`config.mk`:
```
export PLATFORM = sky130hd
export DESIGN_NAME = sdram_arbiter
export DESIGN_NICKNAME = d
export VERILOG_FILES = /design/src/rtl/sdram_arbiter.sv
export SDC_FILE = /design/constraint.sdc
export NUM_CORES = 1
export LEC_CHECK = 0
export ABC_CLOCK_PERIOD_IN_PS = 13400
export BUFFER_PORTS_ARGS = -buffer_cell sky130_fd_sc_hd__buf_4
export CORE_AREA = 2 2 372 374
export DETAILED_ROUTE_END_ITERATION = 16
export DIE_AREA = 0 0 374 376
export GPL_ROUTABILITY_DRIVEN = 0
export RECOVER_POWER = 50
export SYNTH_ARGS = -nofsm -noshare
export SYNTH_HDL_FRONTEND = slang
export SYNTH_SLANG_ARGS = --single-unit
```
`constraint.sdc`:
```
create_clock -name clk -period 13.4 [get_ports clk]
set_input_delay 2.01 -clock clk [delete_from_list [all_inputs] [get_ports clk]]
set_output_delay 2.01 -clock clk [all_outputs]
set_load 0.005 [all_outputs]
```
`src/rtl/sdram_arbiter.sv`:
```
// Two-port arbiter serializing instruction (port 0) and data (port 1) requests onto one SDRAM controller.
// Optional macro SDRAM_ARB_ROUND_ROBIN_EN selects round-robin tie-breaking; otherwise port 1 wins ties.
module sdram_arbiter #(
    parameter int ADDR_W = 24,
    parameter int DATA_W = 32,
    parameter int LINE_W = 256
) (
    input  logic              clk,
    input  logic              reset,
    input  logic              p0_req,
    input  logic [ADDR_W-1:0] p0_addr,
    input  logic [DATA_W-1:0] p0_data,
    input  logic              p0_we,
    output logic              p0_ack,
    output logic [LINE_W-1:0] p0_q,
    input  logic              p1_req,
    input  logic [ADDR_W-1:0] p1_addr,
    input  logic [DATA_W-1:0] p1_data,
    input  logic              p1_we,
    output logic              p1_ack,
    output logic [LINE_W-1:0] p1_q,
    output logic [ADDR_W-1:0] sdc_addr,
    output logic [DATA_W-1:0] sdc_data,
    output logic              sdc_we,
    output logic              sdc_start,
    input  logic [LINE_W-1:0] sdc_q,
    input  logic              sdc_ack,
    input  logic              sdc_busy
);

    typedef enum logic [1:0] {
        S_IDLE  = 2'd0,
        S_START = 2'd1,
        S_DONE  = 2'd2,
        S_DRAIN = 2'd3
    } state_t;

    state_t              state_q, state_d;
    logic                grant_q, grant_d;
    logic                last_grant_q, last_grant_d;
    logic [ADDR_W-1:0]   sdc_addr_q, sdc_addr_d;
    logic [DATA_W-1:0]   sdc_data_q, sdc_data_d;
    logic                sdc_we_q, sdc_we_d;
    logic                sdc_start_q, sdc_start_d;
    logic                p0_ack_q, p0_ack_d;
    logic                p1_ack_q, p1_ack_d;
    logic [LINE_W-1:0]   line_q, line_d;
    logic                win_s;

    // Tie-break selection; a lone requester always wins in either build
    always_comb begin
        win_s = 1'b0;
        if (p0_req && p1_req) begin
`ifdef SDRAM_ARB_ROUND_ROBIN_EN
            win_s = ~last_grant_q;
`else
            win_s = 1'b1;
`endif
        end else if (p1_req) begin
            win_s = 1'b1;
        end else begin
            win_s = 1'b0;
        end
    end

    // Next-state and next-output computation for the arbitration FSM
    always_comb begin
        state_d      = state_q;
        grant_d      = grant_q;
        last_grant_d = last_grant_q;
        sdc_addr_d   = sdc_addr_q;
        sdc_data_d   = sdc_data_q;
        sdc_we_d     = sdc_we_q;
        sdc_start_d  = sdc_start_q;
        p0_ack_d     = 1'b0;
        p1_ack_d     = 1'b0;
        line_d       = line_q;
        case (state_q)
            S_IDLE: begin
                if (p0_req || p1_req) begin
                    grant_d     = win_s;
                    sdc_addr_d  = win_s ? p1_addr : p0_addr;
                    sdc_data_d  = win_s ? p1_data : p0_data;
                    sdc_we_d    = win_s ? p1_we : p0_we;
                    sdc_start_d = 1'b1;
                    state_d     = S_START;
                end else begin
                    state_d = S_IDLE;
                end
            end
            S_START: begin
                if (sdc_ack) begin
                    sdc_start_d = 1'b0;
                    p0_ack_d    = ~grant_q;
                    p1_ack_d    = grant_q;
                    state_d     = S_DONE;
                    // Writes leave the shared read line untouched
                    if (!sdc_we_q) begin
                        line_d = sdc_q;
                    end else begin
                        line_d = line_q;
                    end
                end else begin
                    state_d = S_START;
                end
            end
            S_DONE: begin
                last_grant_d = grant_q;
                state_d      = S_DRAIN;
            end
            S_DRAIN: begin
                if (!sdc_busy) begin
                    state_d = S_IDLE;
                end else begin
                    state_d = S_DRAIN;
                end
            end
            default: begin
                state_d     = S_IDLE;
                sdc_start_d = 1'b0;
            end
        endcase
    end

    // State and registered-output flops; last_grant resets to 1 so port 0 takes the first tie
    always_ff @(posedge clk or posedge reset) begin
        if (reset) begin
            state_q      <= S_IDLE;
            grant_q      <= 1'b0;
            last_grant_q <= 1'b1;
            sdc_addr_q   <= {ADDR_W{1'b0}};
            sdc_data_q   <= {DATA_W{1'b0}};
            sdc_we_q     <= 1'b0;
            sdc_start_q  <= 1'b0;
            p0_ack_q     <= 1'b0;
            p1_ack_q     <= 1'b0;
            line_q       <= {LINE_W{1'b0}};
        end else begin
            state_q      <= state_d;
            grant_q      <= grant_d;
            last_grant_q <= last_grant_d;
            sdc_addr_q   <= sdc_addr_d;
            sdc_data_q   <= sdc_data_d;
            sdc_we_q     <= sdc_we_d;
            sdc_start_q  <= sdc_start_d;
            p0_ack_q     <= p0_ack_d;
            p1_ack_q     <= p1_ack_d;
            line_q       <= line_d;
        end
    end

    assign sdc_addr  = sdc_addr_q;
    assign sdc_data  = sdc_data_q;
    assign sdc_we    = sdc_we_q;
    assign sdc_start = sdc_start_q;
    assign p0_ack    = p0_ack_q;
    assign p1_ack    = p1_ack_q;
    assign p0_q      = line_q;
    assign p1_q      = line_q;

endmodule

```
## Yosys cells after proc, flatten, opt, wreduce, memory -nomap -nowiden

Cells that the tools add are included.

- Register bits: 319
- Bits in latches: 0
- Memory bits (writable): 0
- Bits in read-only memories: 0
- Output and inout port bits: 572
- Word-level logic and storage cells: 39
- Memories kept: 0

- Add/sub/neg operators: 0
- Multipliers: 0
- Divide/modulo/power cells: 0
- Magnitude comparators: 0
- Equal/unequal tests: 5
- Shifts and indexed selects: 0
- Multiplexer cells: 16
- Bitwise gates (word level): 2
- Reduce and logical (&&, ||, !) cells: 7

Operator list:

| cell | number |
|---|---|
| $mux W32 | 1 |
| $mux W24 | 1 |
| $mux W1 | 10 |
| $pmux W2 S4 | 1 |
| $reduce_and A3 Y1 | 2 |
| $eq A2 B2 Y1 const B | 2 |
| $mux W2 | 2 |
| $ne A2 B2 Y1 const B | 2 |
| $eq A2 B1 Y1 const B | 1 |
| $logic_not A2 Y1 | 1 |
| $not A1 Y1 | 2 |
| $pmux W1 S2 | 1 |
| $reduce_and A2 Y1 | 1 |
| $reduce_bool A2 Y1 | 1 |
| $logic_and A1 B1 Y1 | 1 |
| $logic_or A1 B1 Y1 | 1 |

## Longest topological paths before layout

Gate-level depths: netlist (run 1).

- Word-level depth: 3
- Mapped depth: 5
- Gate-level depth less buffers: 3

## Worst setup path after synthesis (run 1)

OpenSTA, ideal clock, no wires.

- Path kind: in2reg
- From: in p1_req
- To: reg sdc_addr_q[0], in the netlist sdc_addr[0]
- Arrival time: 3.080 ns
- Setup slack: 10.195 ns
- Stages on the path: 4
- Cells stage by stage: buf_2 -> clkbuf_1 -> mux2_2 -> mux2_2

- Longest elaborated chain between the ends: 3

RTL lines:

| what | RTL line | RTL |
|---|---|---|
| start: declaration | 16 | `input logic p1_req,` |
| $mux W1 or $logic_and A1 B1 Y1 (tied branches) | 59, 53 |  |
| $mux W1 | 53 | `if (p0_req && p1_req) begin` |
| $mux W24 | 82 | `sdc_addr_d = win_s ? p1_addr : p0_addr;` |
| end signal: assignment | 131 | `sdc_addr_q <= {ADDR_W{1'b0}};` |
| end signal: assignment | 142 | `sdc_addr_q <= sdc_addr_d;` |
| end: declaration | 41 | `logic [ADDR_W-1:0] sdc_addr_q, sdc_addr_d;` |

Several ways; a longest one is shown, not always the timed one.
A chain may end at the register's enable or synchronous reset.

## Worst setup path after layout (run 1)

- From: in p1_req
- To: reg sdc_data_q[14], in the netlist sdc_data[14]

- Longest elaborated chain between the ends: 3

RTL lines:

| what | RTL line | RTL |
|---|---|---|
| $mux W1 or $logic_and A1 B1 Y1 (tied branches) | 59, 53 |  |
| $mux W1 | 53 |  |
| $mux W32 | 83 | `sdc_data_d = win_s ? p1_data : p0_data;` |
| end signal: assignment | 132 | `sdc_data_q <= {DATA_W{1'b0}};` |
| end signal: assignment | 143 | `sdc_data_q <= sdc_data_d;` |
| end: declaration | 42 | `logic [DATA_W-1:0] sdc_data_q, sdc_data_d;` |

Several ways; a longest one is shown, not always the timed one.

==> implementation parameters, run 1 <==
Parameter                              Value

CTS
  Count of instances resized after the clock tree is built    0
  Cell at the root of the clock tree    sky130_fd_sc_hd__clkbuf_16
  Clock sink count    319
  Clock buffer depth    3
  Number of CTS-inserted buffers    43
  Clock tree from TritonCTS    built
  Quantity of hold-fixing buffers added after cts    0
  H-tree levels    2
  Clk_lat worst skew    between 0.6 and 0.7 ns
  Count of buffers added by post-CTS timing repair for setup    0
  Clock transition at path regs    about 0.060 ns

Floorplan
  Total die area    0.141 mm2
  Horizontal extent of the die    374 um
  Chip Height    376 um
  Effective utilization at floorplan    a little over a tenth
  Standard cell core area    0.137 mm2
  Site row count    136
  Top Ports    948

Drt
  Drt via density    between 3 and 4
  Drt first pass iters    4
  Final antenna-violating net count    0
  Post-detailed-route DRC marker count    0
  Wirelength, routed    88500 um
  Vias    10900
  Number of violations reported at the end of detailed-routing iteration 0    ~530
  Detailed-route wire length per cell    between 20 and 25 um

Power and ir drop
  Switching share of total power    38.5%
  Part of the total power dissipated in sequential elements    between 30 and 40%
  Sum of internal, switching and leakage power    0.00565 W
  Internal portion of total power    between 0.003 and 0.004 W
  Peak supply drop    0.0991 mV
  Combinational share of power    a little over two fifths
  Static leakage power    10.2 nW
  Proportion of power drawn by the clock network    21.4%
  PwrDens    approximately 250 mW/mm2
  Switching power    0.00218 W

Yosys
  Most area-hungry cell type in the Yosys netlist    sky130_fd_sc_hd__dfrtp_1
  Fraction of post-synthesis cell area in the top cell type by area    54.8%
  Cells taking the most area after synthesis    sky130_fd_sc_hd__dfrtp_1 (55%), sky130_fd_sc_hd__mux2_1 (19%), sky130_fd_sc_hd__buf_4 (13%)
  Average instance area after synthesis    14.5 um2
  Register area share after synthesis    54.8%
  Post-Syn Area    0.0146 mm2
  FFs w/ async S/R, synth    100%
  Number of synthesized flops with an enable pin    0
  Synth Register Bits    319
  Post-Synthesis Net Count    1377
  Top cells by instance count after synthesis    sky130_fd_sc_hd__dfrtp_1 (319), sky130_fd_sc_hd__buf_4 (257), sky130_fd_sc_hd__mux2_1 (243)
  Warning count from the yosys run    0
  Most frequent cell after synthesis    sky130_fd_sc_hd__dfrtp_1
  Gate count after technology mapping    around 1000
  Count of distinct cell types in the synthesized netlist    17
  Most used flip-flop cell after synthesis    sky130_fd_sc_hd__dfrtp_1

Outcome
  Outcome    complete, but fails checks
  Violations in the final reports    max-capacitance violations, max-slew violations

STA
  Setup repair after global routing missed its margin    false
  Accumulated negative setup slack    0 ns
  Worst-case setup margin in the final layout    7.04 ns
  Number of setup violations in the final report    0
  Highest achievable clock rate    157 MHz
  Least-Margin Pin Slew    4.86 ns
  Period Utilization, post-route    47.5%
  Final hold violation count    0
  Tightest slew margin relative to the limit    -224%
  Clock skew after layout    between 0.03 and 0.04 ns
  Final-report max-slew violation count    approximately 250
  Final min period    between 6 and 7 ns

GRT
  Total overflow reported by the global router    0
  Number of antenna violations at the first check in global routing    39
  Global-route wire length before repair    112000 um
  Via count of the first global-routing pass    10900
  Maximum number of pins on one net before global-route repair    102
  Tot GR Track Use    12.1%

Worst setup path
  Longest individual stage delay on the worst path    2.24 ns
  Setup crit end kind    flip-flop
  Type of the worst setup path    input port to flip-flop
  Dominant cell type by count on the critical path    sky130_fd_sc_hd__clkbuf_1
  Arrival time worst endpoint    6.82 ns
  Standard cell with the maximum stage delay on the critical path    sky130_fd_sc_hd__clkbuf_1
  Required time at the worst-slack endpoint    13.86 ns
  Biggest fanout along the worst timing path    59
  Critical path launch point type    input port
  Critical path, cell by cell    clkbuf_1, nor2_1, nor3_4, clkbuf_1, mux2_2

Finish
  Proportion of layout cells with a drive suffix above 1    59.3%
  Nets    roughly 2100
  Signed area change from the synthesized netlist to the final layout    56.1%

Place
  Detailed Place HPWL    76600 um
  Port-buffer cells    947
  Placement-stage worst setup slack    around 8.8 ns

Worst hold path
  Path class of the lowest-slack min-delay path    flip-flop to flip-flop

Flow run
  Max-cap viol count    4
-- kinds of logic (layout without fill, tap and decap cells) --
group	count (synthesis)	in the layout	share of synthesized area [%]
muxes	371	371	28.7
buffers and inverters	300	1037	15.9
other	0	27	0
AOI/OAI and AO/OA	2	2	0.0859
and+or+nand+nor	9	9	0.481
DFF	319	319	54.8
-- layer usage --
metal	track usage, %	vias to the layer above	part of all wire (%)
met1	15.8	5550	43
met4	3.23	10	3.0
met3	3.74	142	8.4
met5	0	-	0.083
met2	19.3	591	46
li1	-	4630	-
-- flip-flops by register name, indices dropped and copies added (netlist names) --
register and count:
p0_q 256, sdc_data 32, sdc_addr 24, state_q 2, grant_q 1, p0_ack 1
p1_ack 1, sdc_start 1, sdc_we 1
-- power by group through the flow --
stage / Combinational [W] / Sequential, W / Clock [W]
global placement: 0.00262 / 0.00207 / 0
CTS: 0.00264 / 0.00208 / 0.00128
finish: 0.00238 / 0.00206 / 0.00121
global route: 0.00256 / 0.00214 / 0.00130
detailed placement: 0.00263 / 0.00210 / 0
floorplan: 0.00121 / 0.00182 / 0
-- worst paths after layout --
kind / cells past startpoint / to / slack [ns] / from
max: 5 / sdc_data[14] / 7.04 / p1_req
min: 1 / p0_ack / 0.46 / grant_q
min in group asynchronous: 2 / p0_q[25] / 2.81 / reset
max in group asynchronous: 4 / p0_q[207] / 7.73 / reset
max reg2reg: 5 / p0_q[204] / 8.34 / state_q[1]
min reg2reg: 1 / p0_ack / 0.46 / grant_q
-- worst max-delay path, delay by kind of cell --
family | cells | cell delay [ns]
buffers and inverters | 2 | 3.74
muxes | 1 | 0.46
and+or+nand+nor | 2 | 0.55
-- final cells by class --
type / count / area (um2)
diodes: 27 / 67.6
clock buffers: 59 / 1220
clock inverters: 19 / 238
fillers: 15100 / 114000
inverters: 3 / 12.5
multi-input cells: 382 / 4250
flip-flops and latches: 319 / 7980
well taps: 1794 / 2240
repair buffers: 956 / 6720
-- metrics by stage --
step	util, %	area (um2)	hold slack (ns)	std cells
after floorplan	-	14600	0.417	1001
after global placement	15.9	21700	0.448	3454
after detailed placement	15.9	21700	0.455	3454
after CTS	16.9	23200	0.475	3532
after global routing	16.6	22700	0.502	3533
final	16.6	22700	0.462	3559
-- layout by cell type (no fill, tap or decap) --
cell type | synthesis | final
sky130_fd_sc_hd__a21o_1 | 1 | 1
sky130_fd_sc_hd__buf_1 | 0 | 3
sky130_fd_sc_hd__buf_12 | 0 | 1
sky130_fd_sc_hd__buf_4 | 257 | 597
sky130_fd_sc_hd__bufinv_16 | 0 | 4
sky130_fd_sc_hd__clkbuf_1 | 2 | 131
sky130_fd_sc_hd__clkbuf_16 | 0 | 44
sky130_fd_sc_hd__clkbuf_4 | 0 | 233
sky130_fd_sc_hd__clkbuf_8 | 0 | 6
sky130_fd_sc_hd__clkinv_2 | 0 | 6
sky130_fd_sc_hd__clkinv_4 | 0 | 2
sky130_fd_sc_hd__clkinv_8 | 0 | 1
sky130_fd_sc_hd__clkinvlp_2 | 0 | 1
sky130_fd_sc_hd__clkinvlp_4 | 0 | 3
sky130_fd_sc_hd__dfrtp_1 | 319 | 319
sky130_fd_sc_hd__diode_2 | 0 | 27
sky130_fd_sc_hd__inv_1 | 3 | 2
sky130_fd_sc_hd__inv_6 | 0 | 1
sky130_fd_sc_hd__inv_8 | 0 | 2
sky130_fd_sc_hd__mux2_1 | 243 | 243
sky130_fd_sc_hd__mux2_2 | 128 | 128
sky130_fd_sc_hd__nand2_1 | 1 | 1
sky130_fd_sc_hd__nand3b_1 | 1 | 2
sky130_fd_sc_hd__nor2_1 | 3 | 3
sky130_fd_sc_hd__nor2_4 | 1 | 1
sky130_fd_sc_hd__nor3_4 | 0 | 1
sky130_fd_sc_hd__o21ai_0 | 1 | 1
sky130_fd_sc_hd__or3_1 | 1 | 1
Note: power is estimated with default switching activity, not from simulation.
==> inputs of run 2 (changes only) <==
- ABC_CLOCK_PERIOD_IN_PS: 13400 -> 6000
- clock period: 13.4 -> 6 ns (I/O delays scaled with it)
==> run 2 against run 1 <==
The run still ends with max-capacitance violations, max-slew violations left. Non-clock buffer count rose by 2. Global-route usage shrank 0.18 points. Critical endpoint is now p0_q[251]. Design area is 0.76% higher. Largest cell class unchanged. Combinational power grew 130%. Register-to-register slack got worse by 5.7 ns. Largest power group unchanged. First-iteration DRC count fell by 12%. Worst hold slack got worse by 0.0024 ns. Sequential power is 120% higher.
==> implementation parameters, run 2 (synthesis results as in run 1) <==
Parameter                              Value

Outcome
  Outcome    complete, but fails checks
  Violations in the final reports    max-capacitance violations, max-slew violations

Power and ir drop
  Static leakage power    10.4 nW (+1.9%)
  Sum of internal, switching and leakage power    0.0124 W (+120%)
  PwrDens    542 mW/mm2 (+120%)
  Peak supply drop    0.296 mV (+200%)

Worst setup path
  Critical path, cell by cell    nand3b_1, nor2_1, buf_12, mux2_1
  Worst reg2reg setup slack    2.67 ns (-5.67 ns)
  Depth of the worst register-to-register path    4 (-1)
  Required time at the worst-slack endpoint    6.46 ns (-7.40 ns)
  Setup crit end kind    flip-flop
  Critical path launch point type    flip-flop
  CP top delay family    simple AND/OR/NAND/NOR gates
  Arrival time worst endpoint    3.79 ns (-3.03 ns)
  Biggest fanout along the worst timing path    103 (+75%)
  Longest individual stage delay on the worst path    1.35 ns (-0.89 ns)
  Type of the worst setup path    flip-flop to flip-flop
  Standard cell with the maximum stage delay on the critical path    sky130_fd_sc_hd__nor2_1
  Number of buffers and inverters on the critical path    1 (-1)
  End of the worst register-to-register path    p0_q[251]
  Reg-to-Reg Start    state_q[1]

Drt
  Drt first pass iters    4 (unchanged)
  Post-detailed-route DRC marker count    0 (unchanged)
  Final antenna-violating net count    0 (unchanged)
  Number of violations reported at the end of detailed-routing iteration 0    469 (-12%)
  Drt via density    3.07 (+0.13%)
  Detailed-route wire length per cell    24.6 um (-0.98%)
  Vias    10900 (-0.12%)
  Wirelength, routed    87400 um (-1.2%)

Finish
  Flip-flop count of the largest register, all copies and words added    256 (unchanged)
  Most frequent cells in the layout    sky130_fd_sc_hd__buf_4 (627), sky130_fd_sc_hd__dfrtp_1 (319), sky130_fd_sc_hd__clkbuf_4 (254), sky130_fd_sc_hd__mux2_1 (243), sky130_fd_sc_hd__mux2_2 (128)
  Layout filler cell count    15200 (+0.26%)
  Signed area change from the synthesized netlist to the final layout    57.3%
  Sequential cell area    0.00798 mm2 (unchanged)
  Area taken by multi-input logic gates    0.00425 mm2 (-0.18%)
  Most common cell after layout, fill and taps aside    sky130_fd_sc_hd__buf_4
  Fin area    0.0229 mm2 (+0.76%)
  Nets    2082 (+0.048%)
  Proportion of layout cells with a drive suffix above 1    62.4% (+3.1 points)
  Post-Route Utilization    16.8% (+0.13 points)

CTS
  Clock buffer depth    3 (unchanged)
  Count of buffers added by post-CTS timing repair for setup    0 (unchanged)
  Cell at the root of the clock tree    sky130_fd_sc_hd__clkbuf_16
  Count of instances resized after the clock tree is built    0 (unchanged)
  H-tree levels    2 (unchanged)
  Clk_lat worst skew    0.59 ns (-0.02 ns)
  Clock tree from TritonCTS    built
  Clock transition at path regs    0.06 ns (about the same)
  Number of CTS-inserted buffers    42 (-2.3%)
  Clock sink count    319 (unchanged)
  Quantity of hold-fixing buffers added after cts    0 (unchanged)

GRT
  Global-route wire length before repair    110000 um (-1.7%)
  Maximum number of pins on one net before global-route repair    120 (+18%)
  Total overflow reported by the global router    0 (unchanged)
  Via count of the first global-routing pass    10800 (-0.99%)
  Number of antenna violations at the first check in global routing    48 (+23%)
  Tot GR Track Use    11.9% (-0.18 points)

STA
  Accumulated negative setup slack    0 ns (unchanged)
  Highest achievable clock rate    between 300 and 400 MHz
  Clock skew after layout    0.0209 ns (-0.0125 ns)
  Least-Margin Pin Slew    1.78 ns (-3.08 ns)
  Setup repair after global routing missed its margin    false
  Final hold violation count    0 (unchanged)
  Number of setup violations in the final report    0 (unchanged)
  Final-report max-slew violation count    36 (-86%)
  Final min period    3.33 ns
  Tightest slew margin relative to the limit    -19.0% (+210 points)
  Period Utilization, post-route    roughly 55%

Floorplan
  Chip Height    376 um (unchanged)
  Top Ports    948 (unchanged)
  Site row count    136 (unchanged)
  Horizontal extent of the die    374 um (unchanged)
  Total die area    0.141 mm2 (unchanged)
  Standard cell core area    0.137 mm2 (unchanged)
  Effective utilization at floorplan    10.7% (unchanged)

Place
  Standard cell area after detailed placement    0.0218 mm2 (+0.28%)
  Detailed Place HPWL    76200 um (-0.49%)
  Port-buffer cells    947 (unchanged)

Worst hold path
  Worst hold path stage count    1 (unchanged)
  Path class of the lowest-slack min-delay path    flip-flop to flip-flop
  Worst hold path startpoint    grant_q
  Hold EP    p0_ack

Flow run
  Max-cap viol count    2 (-2)
-- run 2: cell types whose count changed in the layout (fill, tap and decap cells not counted), sizes merged --
cell and delta:
clkinv -2, bufinv -3, inv +2, buf +33, clkinvlp -3, clkbuf -28
diode -8
-- run 2: worst reg2reg max path, cell delays in order (launching register included) --
cell	delay, ns
sky130_fd_sc_hd__dfrtp_1	0.42
sky130_fd_sc_hd__nand3b_1	0.32
sky130_fd_sc_hd__nor2_1	1.35
sky130_fd_sc_hd__buf_12	0.46
sky130_fd_sc_hd__mux2_1	0.64
-- run 2: layout make-up --
type,count,area share (%)
antenna,19,0.208
clock buffer,62,5.53
clock inverter,13,0.541
inverter,3,0.0546
multi-input combinational,382,18.5
sequential,319,34.8
tap,1794,9.80
timing repair buffer,958,30.5
-- run 2: metal layers --
metal	part of all wire (%)	routed length, um	global-route usage, %
met4	3.0	2660	3.31
met2	44	38600	18.4
met5	0.093	81	0
met1	44	38700	16.1
met3	8.5	7390	3.55
-- run 2: power breakdown --
part           internal (W)  leakage (nW)  total, W  switching, W
combinational       0.00304          5.88   0.00536       0.00232
sequential          0.00326          3.80   0.00448       0.00122
clock               0.00151         0.690   0.00257       0.00106
total               0.00781          10.4    0.0124       0.00460
-- run 2: worst max path at each step --
| stage | startpoint | to | slack (ns) | depth (start not counted) |
|---|---|---|---|---|
| 3_5_place_dp | p1_req | sdc_data[9] | 2.43 | 5 |
| 6_report | state_q[1] | p0_q[251] | 2.67 | 4 |
| 5_1_grt | reset | p0_q[117] | 2.21 | 4 |
| 4_1_cts | p1_req | sdc_data[9] | 3.10 | 5 |
| 2_1_floorplan | reset | grant_q | 0.85 | 1 |
| 3_3_place_gp | p1_req | sdc_data[9] | 2.48 | 5 |
-- run 2: through the flow --
step / hold slack, ns / setup slack (ns) / cells
final: 0.459 / 2.67 / 3550
after global routing: 0.467 / 2.21 / 3535
after CTS: 0.359 / 3.10 / 3531
after detailed placement: 0.454 / 2.43 / 3456
after global placement: 0.450 / 2.48 / 3456
after floorplan: 0.417 / 0.847 / 1001
